--- config.mk ---
export PLATFORM = sky130hd
export DESIGN_NAME = fpga_host_putchar_gen
export DESIGN_NICKNAME = d
export VERILOG_FILES = /design/src/rtl/bp_fpga_host_pkg.sv /design/src/rtl/bp_fpga_host_debounce.sv /design/src/rtl/fpga_host_putchar_gen.sv
export SDC_FILE = /design/constraint.sdc
export NUM_CORES = 1
export LEC_CHECK = 0
export BUFFER_PORTS_ARGS = -buffer_cell sky130_fd_sc_hd__buf_2
export CORE_ASPECT_RATIO = 0.5
export CORE_MARGIN = 5
export CORE_UTILIZATION = 40
export DETAILED_ROUTE_END_ITERATION = 10
export MAX_ROUTING_LAYER = met4
export PLACE_DENSITY = 0.9
export SYNTH_ARGS = -nofsm -noshare
export SYNTH_HDL_FRONTEND = slang
export SYNTH_HIERARCHICAL = 1
export SYNTH_SLANG_ARGS = --single-unit
export TNS_END_PERCENT = 10
--- constraint.sdc ---
create_clock -name clk_i -period 3 [get_ports clk_i]
set_clock_uncertainty 0.05 [all_clocks]
set_input_delay 0.3 -clock clk_i [delete_from_list [all_inputs] [get_ports clk_i]]
set_output_delay 0.3 -clock clk_i [all_outputs]
set_load 0.02 [all_outputs]
--- src/rtl/bp_fpga_host_pkg.sv ---
// Shared types and constants for the fpga_host putchar stimulus generator:
// the send FSM state enum, a compact BedRock I/O message layout, the default
// putchar address and the default debounce length.
package bp_fpga_host_pkg;

    // Supported BP configurations (only the default one is modelled here)
    typedef enum logic [0:0] {
        e_bp_default_cfg = 1'b0
    } bp_params_e;

    typedef enum logic [2:0] {
        e_reset = 3'd0,
        e_ready = 3'd1,
        e_send  = 3'd2,
        e_resp  = 3'd3
    } send_state_e;

    localparam int paddr_width_gp   = 40;
    localparam int io_data_width_gp = 64;
    localparam int io_payload_w_gp  = 16;

    localparam logic [63:0] putchar_base_addr_gp = 64'h0010_1000;
    localparam int          debounce_cycles_gp   = 1000000;

    typedef enum logic [3:0] {
        e_bedrock_mem_rd    = 4'd0,
        e_bedrock_mem_wr    = 4'd1,
        e_bedrock_mem_uc_rd = 4'd2,
        e_bedrock_mem_uc_wr = 4'd3,
        e_bedrock_mem_pre   = 4'd4,
        e_bedrock_mem_amo   = 4'd5
    } bp_bedrock_mem_type_e;

    typedef enum logic [3:0] {
        e_bedrock_store   = 4'd0,
        e_bedrock_amoswap = 4'd1,
        e_bedrock_amoadd  = 4'd2
    } bp_bedrock_subop_e;

    typedef enum logic [2:0] {
        e_bedrock_msg_size_1  = 3'd0,
        e_bedrock_msg_size_2  = 3'd1,
        e_bedrock_msg_size_4  = 3'd2,
        e_bedrock_msg_size_8  = 3'd3,
        e_bedrock_msg_size_16 = 3'd4,
        e_bedrock_msg_size_32 = 3'd5,
        e_bedrock_msg_size_64 = 3'd6
    } bp_bedrock_msg_size_e;

    typedef struct packed {
        bp_bedrock_mem_type_e mem;
    } bp_bedrock_msg_type_s;

    typedef struct packed {
        logic [io_payload_w_gp-1:0] payload;
        bp_bedrock_subop_e          subop;
        logic [paddr_width_gp-1:0]  addr;
        bp_bedrock_msg_size_e       size;
        bp_bedrock_msg_type_s       msg_type;
    } bp_bedrock_io_mem_header_s;

    typedef struct packed {
        bp_bedrock_io_mem_header_s   header;
        logic [io_data_width_gp-1:0] data;
    } bp_bedrock_io_mem_msg_s;

    localparam int io_mem_msg_width_gp = $bits(bp_bedrock_io_mem_msg_s);

endpackage

--- src/rtl/bp_fpga_host_debounce.sv ---
// Push-button conditioner: two-flop synchronizer, stability counter,
// accepted level and a one-cycle pulse on each accepted rising edge.
module bp_fpga_host_debounce
    import bp_fpga_host_pkg::*;
#(
    parameter int cycles_p = debounce_cycles_gp
) (
    input  logic clk_i,
    input  logic reset_n_i,
    input  logic raw_i,
    output logic level_o,
    output logic rise_o
);

    localparam int                  cnt_w_lp   = $clog2(cycles_p + 1);
    localparam logic [cnt_w_lp-1:0] cnt_max_lp = cnt_w_lp'(cycles_p);

    logic                sync1_q, sync2_q;
    logic                last_q, last_d;
    logic                level_q, level_d;
    logic                rise_q, rise_d;
    logic [cnt_w_lp-1:0] cnt_q, cnt_d;

    // Count consecutive equal samples; accept the level once the run is long enough
    always_comb begin
        last_d  = sync2_q;
        level_d = level_q;
        rise_d  = 1'b0;
        cnt_d   = cnt_q;
        if (sync2_q != last_q) begin
            cnt_d = cnt_w_lp'(1);
        end else if (cnt_q != cnt_max_lp) begin
            cnt_d = cnt_q + 1'b1;
        end else begin
            level_d = last_q;
            rise_d  = last_q & ~level_q;
        end
    end

    // Synchronizer and debounce state registers
    always_ff @(posedge clk_i) begin
        if (!reset_n_i) begin
            sync1_q <= 1'b0;
            sync2_q <= 1'b0;
            last_q  <= 1'b0;
            level_q <= 1'b0;
            rise_q  <= 1'b0;
            cnt_q   <= '0;
        end else begin
            sync1_q <= raw_i;
            sync2_q <= sync1_q;
            last_q  <= last_d;
            level_q <= level_d;
            rise_q  <= rise_d;
            cnt_q   <= cnt_d;
        end
    end

    assign level_o = level_q;
    assign rise_o  = rise_q;

endmodule

--- src/rtl/fpga_host_putchar_gen.sv ---
// Button-driven putchar generator for the fpga host io_cmd port: each
// debounced press issues one uncached byte write to the putchar address and
// then consumes the matching response.
// Optional response watchdog: define FPGA_HOST_PUTCHAR_TIMEOUT_EN.
module fpga_host_putchar_gen
    import bp_fpga_host_pkg::*;
#(
    parameter bp_params_e  bp_params_p       = e_bp_default_cfg,
    parameter int          debounce_cycles_p = debounce_cycles_gp,
    parameter logic [63:0] putchar_addr_p    = putchar_base_addr_gp,
    parameter logic [7:0]  init_byte_p       = 8'h30,
    parameter int          timeout_cycles_p  = 2**20
) (
    input  logic                   clk_i,
    input  logic                   reset_n_i,
    input  logic                   button_i,
    output bp_bedrock_io_mem_msg_s io_cmd_o,
    output logic                   io_cmd_v_o,
    input  logic                   io_cmd_ready_and_i,
    input  bp_bedrock_io_mem_msg_s io_resp_i,
    input  logic                   io_resp_v_i,
    output logic                   io_resp_yumi_o,
    output logic                   busy_o,
    output logic [15:0]            sent_count_o,
    output logic                   error_o
);

    send_state_e            state_q, state_d;
    logic [7:0]             byte_q, byte_d;
    logic [15:0]            count_q, count_d;
    logic                   pending_q, pending_d;
    logic                   error_q, error_d;
    logic                   btn_rise;
    logic                   resp_bad;
    logic                   timeout;
    bp_bedrock_io_mem_msg_s cmd_msg;

    logic unused_btn_level;
    logic unused_resp;
    logic unused_cfg;

    bp_fpga_host_debounce #(
        .cycles_p (debounce_cycles_p)
    ) debounce (
        .clk_i     (clk_i),
        .reset_n_i (reset_n_i),
        .raw_i     (button_i),
        .level_o   (unused_btn_level),
        .rise_o    (btn_rise)
    );

    assign unused_resp = ^{io_resp_i.header.payload, io_resp_i.header.subop,
                           io_resp_i.header.size, io_resp_i.data};
    assign unused_cfg  = (bp_params_p == e_bp_default_cfg);

    assign resp_bad = (io_resp_i.header.msg_type.mem != e_bedrock_mem_uc_wr)
                   || (io_resp_i.header.addr != putchar_addr_p[paddr_width_gp-1:0]);

`ifdef FPGA_HOST_PUTCHAR_TIMEOUT_EN
    localparam int wdog_w_lp = $clog2(timeout_cycles_p + 1);

    logic [wdog_w_lp-1:0] wdog_q, wdog_d;

    assign wdog_d  = (state_q == e_resp) ? wdog_q + 1'b1 : '0;
    assign timeout = (state_q == e_resp) && (wdog_q == wdog_w_lp'(timeout_cycles_p - 1));

    // Response watchdog, restarted on every entry into e_resp
    always_ff @(posedge clk_i) begin
        if (!reset_n_i) wdog_q <= '0;
        else            wdog_q <= wdog_d;
    end
`else
    logic unused_timeout;
    assign unused_timeout = (timeout_cycles_p != 0);
    assign timeout        = 1'b0;
`endif

    // Fixed putchar write; only the low data byte varies
    always_comb begin
        cmd_msg                       = '0;
        cmd_msg.header.msg_type.mem   = e_bedrock_mem_uc_wr;
        cmd_msg.header.subop          = e_bedrock_store;
        cmd_msg.header.addr           = putchar_addr_p[paddr_width_gp-1:0];
        cmd_msg.header.size           = e_bedrock_msg_size_1;
        cmd_msg.data[7:0]             = byte_q;
    end

    // Next-state, one-deep press queue, handshakes and response checking
    always_comb begin
        state_d        = state_q;
        byte_d         = byte_q;
        count_d        = count_q;
        pending_d      = pending_q | btn_rise;
        error_d        = error_q;
        io_resp_yumi_o = 1'b0;
        case (state_q)
            e_reset: state_d = e_ready;
            e_ready: begin
                if (pending_q) begin
                    state_d   = e_send;
                    pending_d = btn_rise;
                end
            end
            e_send: begin
                if (io_cmd_ready_and_i) begin
                    state_d = e_resp;
                    byte_d  = byte_q + 8'd1;
                end
            end
            e_resp: begin
                io_resp_yumi_o = io_resp_v_i & reset_n_i;
                if (io_resp_v_i) begin
                    state_d = e_ready;
                    count_d = count_q + 16'd1;
                    if (resp_bad) error_d = 1'b1;
                end else if (timeout) begin
                    state_d = e_ready;
                    error_d = 1'b1;
                end
            end
            default: state_d = e_reset;
        endcase
        // A response nobody asked for is left on the bus and flagged
        if (io_resp_v_i && (state_q != e_resp)) error_d = 1'b1;
    end

    // Control and data registers
    always_ff @(posedge clk_i) begin
        if (!reset_n_i) begin
            state_q   <= e_reset;
            byte_q    <= init_byte_p;
            count_q   <= '0;
            pending_q <= 1'b0;
            error_q   <= 1'b0;
        end else begin
            state_q   <= state_d;
            byte_q    <= byte_d;
            count_q   <= count_d;
            pending_q <= pending_d;
            error_q   <= error_d;
        end
    end

    assign io_cmd_v_o   = reset_n_i & (state_q == e_send);
    assign io_cmd_o     = (state_q == e_send) ? cmd_msg : '0;
    assign busy_o       = (state_q == e_send) || (state_q == e_resp);
    assign sent_count_o = count_q;
    assign error_o      = error_q;

endmodule
# --- Word level (Yosys, flattened, before mapping) ---
# Index checks and enable logic that the tools add are counted.
# Widths: inputs -> output; s select.
word_totals:
  ff_bits: 54
  in_bits: 136
  output_inout_bits: 151
  word_cells: 63
op_classes:
  addsub: 3
  eq_ne: 11
  mux: 14
  n_bitwise: 8
  reduce_logical: 15
ops:
  columns: ["op", "count"]
  rows:
  - ["$mux 92", 1]
  - ["$ne 40x21->1 const B", 1]
  - ["$add 20x1->20 const B", 1]
  - ["$ne 20x20->1 const B", 1]
  - ["$add 16x1->16 const B", 1]
  - ["$pmux 3 s4", 1]
  - ["$mux 1", 9]
  - ["$mux 3", 3]
  - ["$add 8x1->8 const B", 1]
  - ["$reduce_bool 2->1", 4]
  - ["$eq 3x2->1 const B", 2]
  - ["$ne 2x2->1 const B", 3]
  - ["$reduce_and 2->1", 3]
  - ["$reduce_and 3->1", 2]
  - ["$ne 4x2->1 const B", 1]
  - ["$not 1->1", 4]
  - ["$and 1x1->1", 3]
  - ["$eq 3x1->1 const B", 1]
  - ["$logic_not 3->1", 1]
  - ["$ne 3x2->1 const B", 1]
  - ["$reduce_or 3->1", 1]
  - ["$logic_or 1x1->1", 2]
  - ["$reduce_or 2->1", 1]
  - ["$logic_and 1x1->1", 1]
  - ["2 further kinds", 2]

# --- Longest topological paths before layout ---
logic_depth:
  ltp_word: 6
  ltp_mapped: 7

# --- By module ---
# The synthesis kept the hierarchy.
by_module_without_submodules:
  columns: ["mod", "instances", "cells_each", "area_per_inst_um2"]
  rows:
  - ["fpga_host_putchar_gen", 1, 300, 2453.6]
  - ["bp_fpga_host_debounce", 1, 136, 1169.9]

# --- Worst setup path before layout ---
# OpenSTA, ideal clock, no wires.
synth_path:
  path_kind: "flip-flop to flip-flop"
  start: "register debounce.cnt_q[0]"
  end: "register debounce.cnt_q[18]"
  arrival_ns: 2.001
  required_ns: 2.878
  slack_ns: 0.877
  stages_incl_launch_ff: 8
  path_buffers: 2
  cell_sequence: "dfxtp_1 -> ha_1 -> and3_1 -> buf_4 -> or4b_1 -> buf_2 -> or4_1 -> a21oi_1"
synth_via:
  elab_chain_cells: 1
  word_cells_on_any_way: 2
  classes_between: "1 x add/sub; 1 x eq/ne"
synth_lines:
  columns: ["item", "line_no", "text"]
  rows:
  - ["from (decl)", "bp_fpga_host_debounce.sv:22", "logic [cnt_w_lp-1:0] cnt_q, cnt_d;"]
  - ["from (signal assigned)", "bp_fpga_host_debounce.sv:55", "cnt_q <= cnt_d;"]
  - ["$add 20x1->20 or $ne 20x20->1 (tied branches)", "bp_fpga_host_debounce.sv:33, bp_fpga_host_debounce.sv:32", null]
# Several ways; a longest one is shown, not always the timed one.
# A chain may end at the register's enable or synchronous reset.

# --- Worst setup path in the final report ---
# Same ends and word-level chain as after synthesis.

==> results.sh <==
export IMPL_synth_largest_area_cell="dfxtp_1"
export IMPL_ys_async_sr_fraction_pct=0
export IMPL_leakage_nw=1.81
export IMPL_holdWs_ps=171
export IMPL_post_synth_top_area_share_pct=29.3
export IMPL_ff2ff_setup_slack_ps=680
export IMPL_worst_ep_arrival_time_ps=2470
export IMPL_area_delta_synth_final_pct=5.08
export IMPL_timing_final_crit_period_ps=2320
export IMPL_report_final_slew_viol_count=0
export IMPL_worst_hold_path_cell_count=2
export IMPL_period_share_pct=77.4
export IMPL_n_fill_cell=838
export IMPL_ys_types=46
export IMPL_final_design_instance_area_without_fill_um2=3810
export IMPL_cts_tree="done"
export IMPL_critical_path_buf_inv_count=0
export IMPL_multi_input_area_um2=1960
export IMPL_max_cap_viol_count=0
export IMPL_iter_0_drt_violations=123
export IMPL_hold_buffers=0
export IMPL_postSynthRegisterBits=53
export IMPL_nNetsFinal=652
export IMPL_ys_warn_count=6
export IMPL_synth_commonest_cells="buf_4, dfxtp_1, nand3_1"
export IMPL_worst_slew_pin_transition_ps=650
export IMPL_io_count=287
export IMPL_run_status="completed"
export IMPL_design_die_area_um2=11200
export IMPL_viasPerCell=4.44
export IMPL_clk_transition_reported_paths_ps=60
export IMPL_ctsRootBufferMaster="clkbuf_16"
export IMPL_cts_buffer_depth=2
export IMPL_grt_start_max_net_pins=31
export IMPL_grt_antenna_before_repair=0
export IMPL_timing_slew_headroom_pct=56.5
export IMPL_setup_viols_final=0
export IMPL_max_freq_ghz=0.431
export IMPL_grt_overflow=0
export IMPL_ant_nets=0
export IMPL_die_x_um=145
export IMPL_antenna_cells=0
export IMPL_post_cts_setup_buffer_count=0
export IMPL_dpl_cell_count=619
export IMPL_crit_path_cell_trace="ha_1, and3_1, or4b_1, or4_1, a21oi_1"
export IMPL_hold_start="button_i"
export IMPL_gp_congestion=0.810
export IMPL_routed_via_count=2785
export IMPL_crit_slowest_cell="or4b_1"
export IMPL_crit_path_max_incr_delay_ps=590
export IMPL_globalRouteMet2Util_pct=23.5
export IMPL_timing_rr_end="debounce/cnt_q[18]$_SDFFE_PP0P_"
export IMPL_num_rows=24
export IMPL_netlist_area_um2=3620
export IMPL_crit_path_max_fanout=7
export IMPL_synth_enable_flop_cells=0
export IMPL_ir_drop_uv=387
export IMPL_yosysMostFrequentCell="buf_4"
export IMPL_cp_end_kind="flop"
export IMPL_port_buffers=80
export IMPL_grt_busiest_layer="met2"
export IMPL_cp_start_kind="flop"
export IMPL_floorplan_core_area_um2=8770
export IMPL_clkLatencyLatePin_ps=280
export IMPL_finalSetupTns_ps=0
export IMPL_hold_path_class="input port to flop"
export IMPL_hpwl_um=5840
export IMPL_first_global_vias=2482
export IMPL_synth_top_cells_by_area="dfxtp_1, buf_4, and2_1"
export IMPL_worst_r2r_path_depth=5
export IMPL_floorplan_initialDensity_pct=41.3
export IMPL_timing_hold_violations_final=0
export IMPL_wirelength_um=7380
export IMPL_wl_per_cell_um=11.8
export IMPL_grt_use_met1_pct=13.1
export IMPL_drive_above_1_share_pct=18.8
export IMPL_synth_cells=436
export IMPL_ff_latch_area_um2=1060
export IMPL_dr_pass1_iters=4
export IMPL_globalRouteTotalUtil_pct=12.2
export IMPL_tritoncts_num_buffers=5
export IMPL_drc=0
export IMPL_worstSetupPathType="flop to flop"
export IMPL_clock_tree_htree_level_count=2
export IMPL_tritoncts_num_sinks=53
export IMPL_postPlaceCellArea_um2=3630
export IMPL_synthesis_area_per_instance_um2=8.31
export IMPL_ys_flop_type="dfxtp_1"
export IMPL_final_cells=627
export IMPL_die_height_um=77.3
export IMPL_critical_path_endpoint="debounce/cnt_q[18]$_SDFFE_PP0P_"
export IMPL_grt_first_pass_wirelength_um=11200
export IMPL_rsz0062_at_grt="false"
export IMPL_cts_resized_gates=0
export IMPL_critical_path_required_ps=3150
export IMPL_cpLargestDelayFamily="simple AND/OR/NAND/NOR gates"
export IMPL_worst_r2r_startpoint="debounce/cnt_q[0]$_SDFFE_PN0P_"
export IMPL_grtUsageMet3_pct=1.37
export IMPL_power_density_cell_area_nw_per_um2=482
export IMPL_worstSetupStartpoint="debounce/cnt_q[0]$_SDFFE_PN0P_"
export IMPL_cp_depth=5
export IMPL_yosysSeqAreaShare_pct=29.3
==> state kept, by name, indices dropped and copies added, names as in the netlist <==
name,cells
debounce/cnt_q,20
sent_count_o,16
byte_q,8
state_q,2
debounce/last_d,1
debounce/last_q,1
debounce/level_o,1
debounce/rise_o,1
debounce/sync1_q,1
error_o,1
pending_q,1
==> power by group <==
part	total [mW]	switching, mW	internal [mW]
Clock	0.660	0.243	0.417
Sequential	0.751	0.0250	0.726
Combinational	0.422	0.307	0.116
==> cell type report <==
class / count / share of cell area (%)
tap: 117 / 3.84
clock buffer: 7 / 3.75
timing repair buffer: 81 / 10.7
multi-input combinational: 351 / 51.4
clock inverter: 1 / 0.789
inverter: 17 / 1.68
sequential: 53 / 27.9
==> stage by stage <==
step / worst slack, ps / power [mW] / util, %
3_3_place_gp: 771 / 1.18 / 41.5
3_5_place_dp: 718 / 1.19 / 41.5
4_1_cts: 692 / 1.84 / 43.4
2_1_floorplan: 877 / 1.23 / -
5_1_grt: 521 / 1.93 / 43.4
6_report: 678 / 1.83 / 43.4
==> cells by family after synthesis <==
family	after synthesis	synth area share, %
buffers and inverters	150	29.0
AO/OA/AOI/OAI	37	6.70
AND/OR/NAND/NOR	160	25.6
other	1	0.103
XOR/XNOR	23	5.56
multiplexers	5	1.38
flip-flops	53	29.3
adder cells (fa/ha/maj)	7	2.42
==> per-layer routing <==
layer / routed length, um / share of wire (%)
met1: 2770 / 37
met4: 72 / 0.98
met5: 0 / 0
met3: 633 / 8.6
met2: 3910 / 53
==> how the worst min path moves through the flow <==
stage                             endpoint  slack, ps
3_5_place_dp    debounce/last_d$_SDFF_PN0_        380
6_report       debounce/sync1_q$_SDFF_PN0_        170
2_1_floorplan   debounce/last_d$_SDFF_PN0_        360
3_3_place_gp    debounce/last_d$_SDFF_PN0_        370
4_1_cts        debounce/sync1_q$_SDFF_PN0_        170
5_1_grt        debounce/sync1_q$_SDFF_PN0_        160
==> layout by cell type, fill, tap and decap left out, drive strengths merged, types with 6 or more instances in the layout <==
cell type  Yosys  final
a21boi         6      6
a21oi          8      8
and2          24     24
and3           6      6
buf          128     81
clkbuf         5      7
conb           1    119
dfxtp         53     53
ha             7      7
inv           17     17
nand2         22     22
nand3         26     26
nand4         11     11
nor2          18     18
nor3          11     11
nor4          13     13
o21ai         11     11
or3           10     10
xnor2         13     13
xor2          10     10
Note: power is estimated with default switching activity, not from simulation.
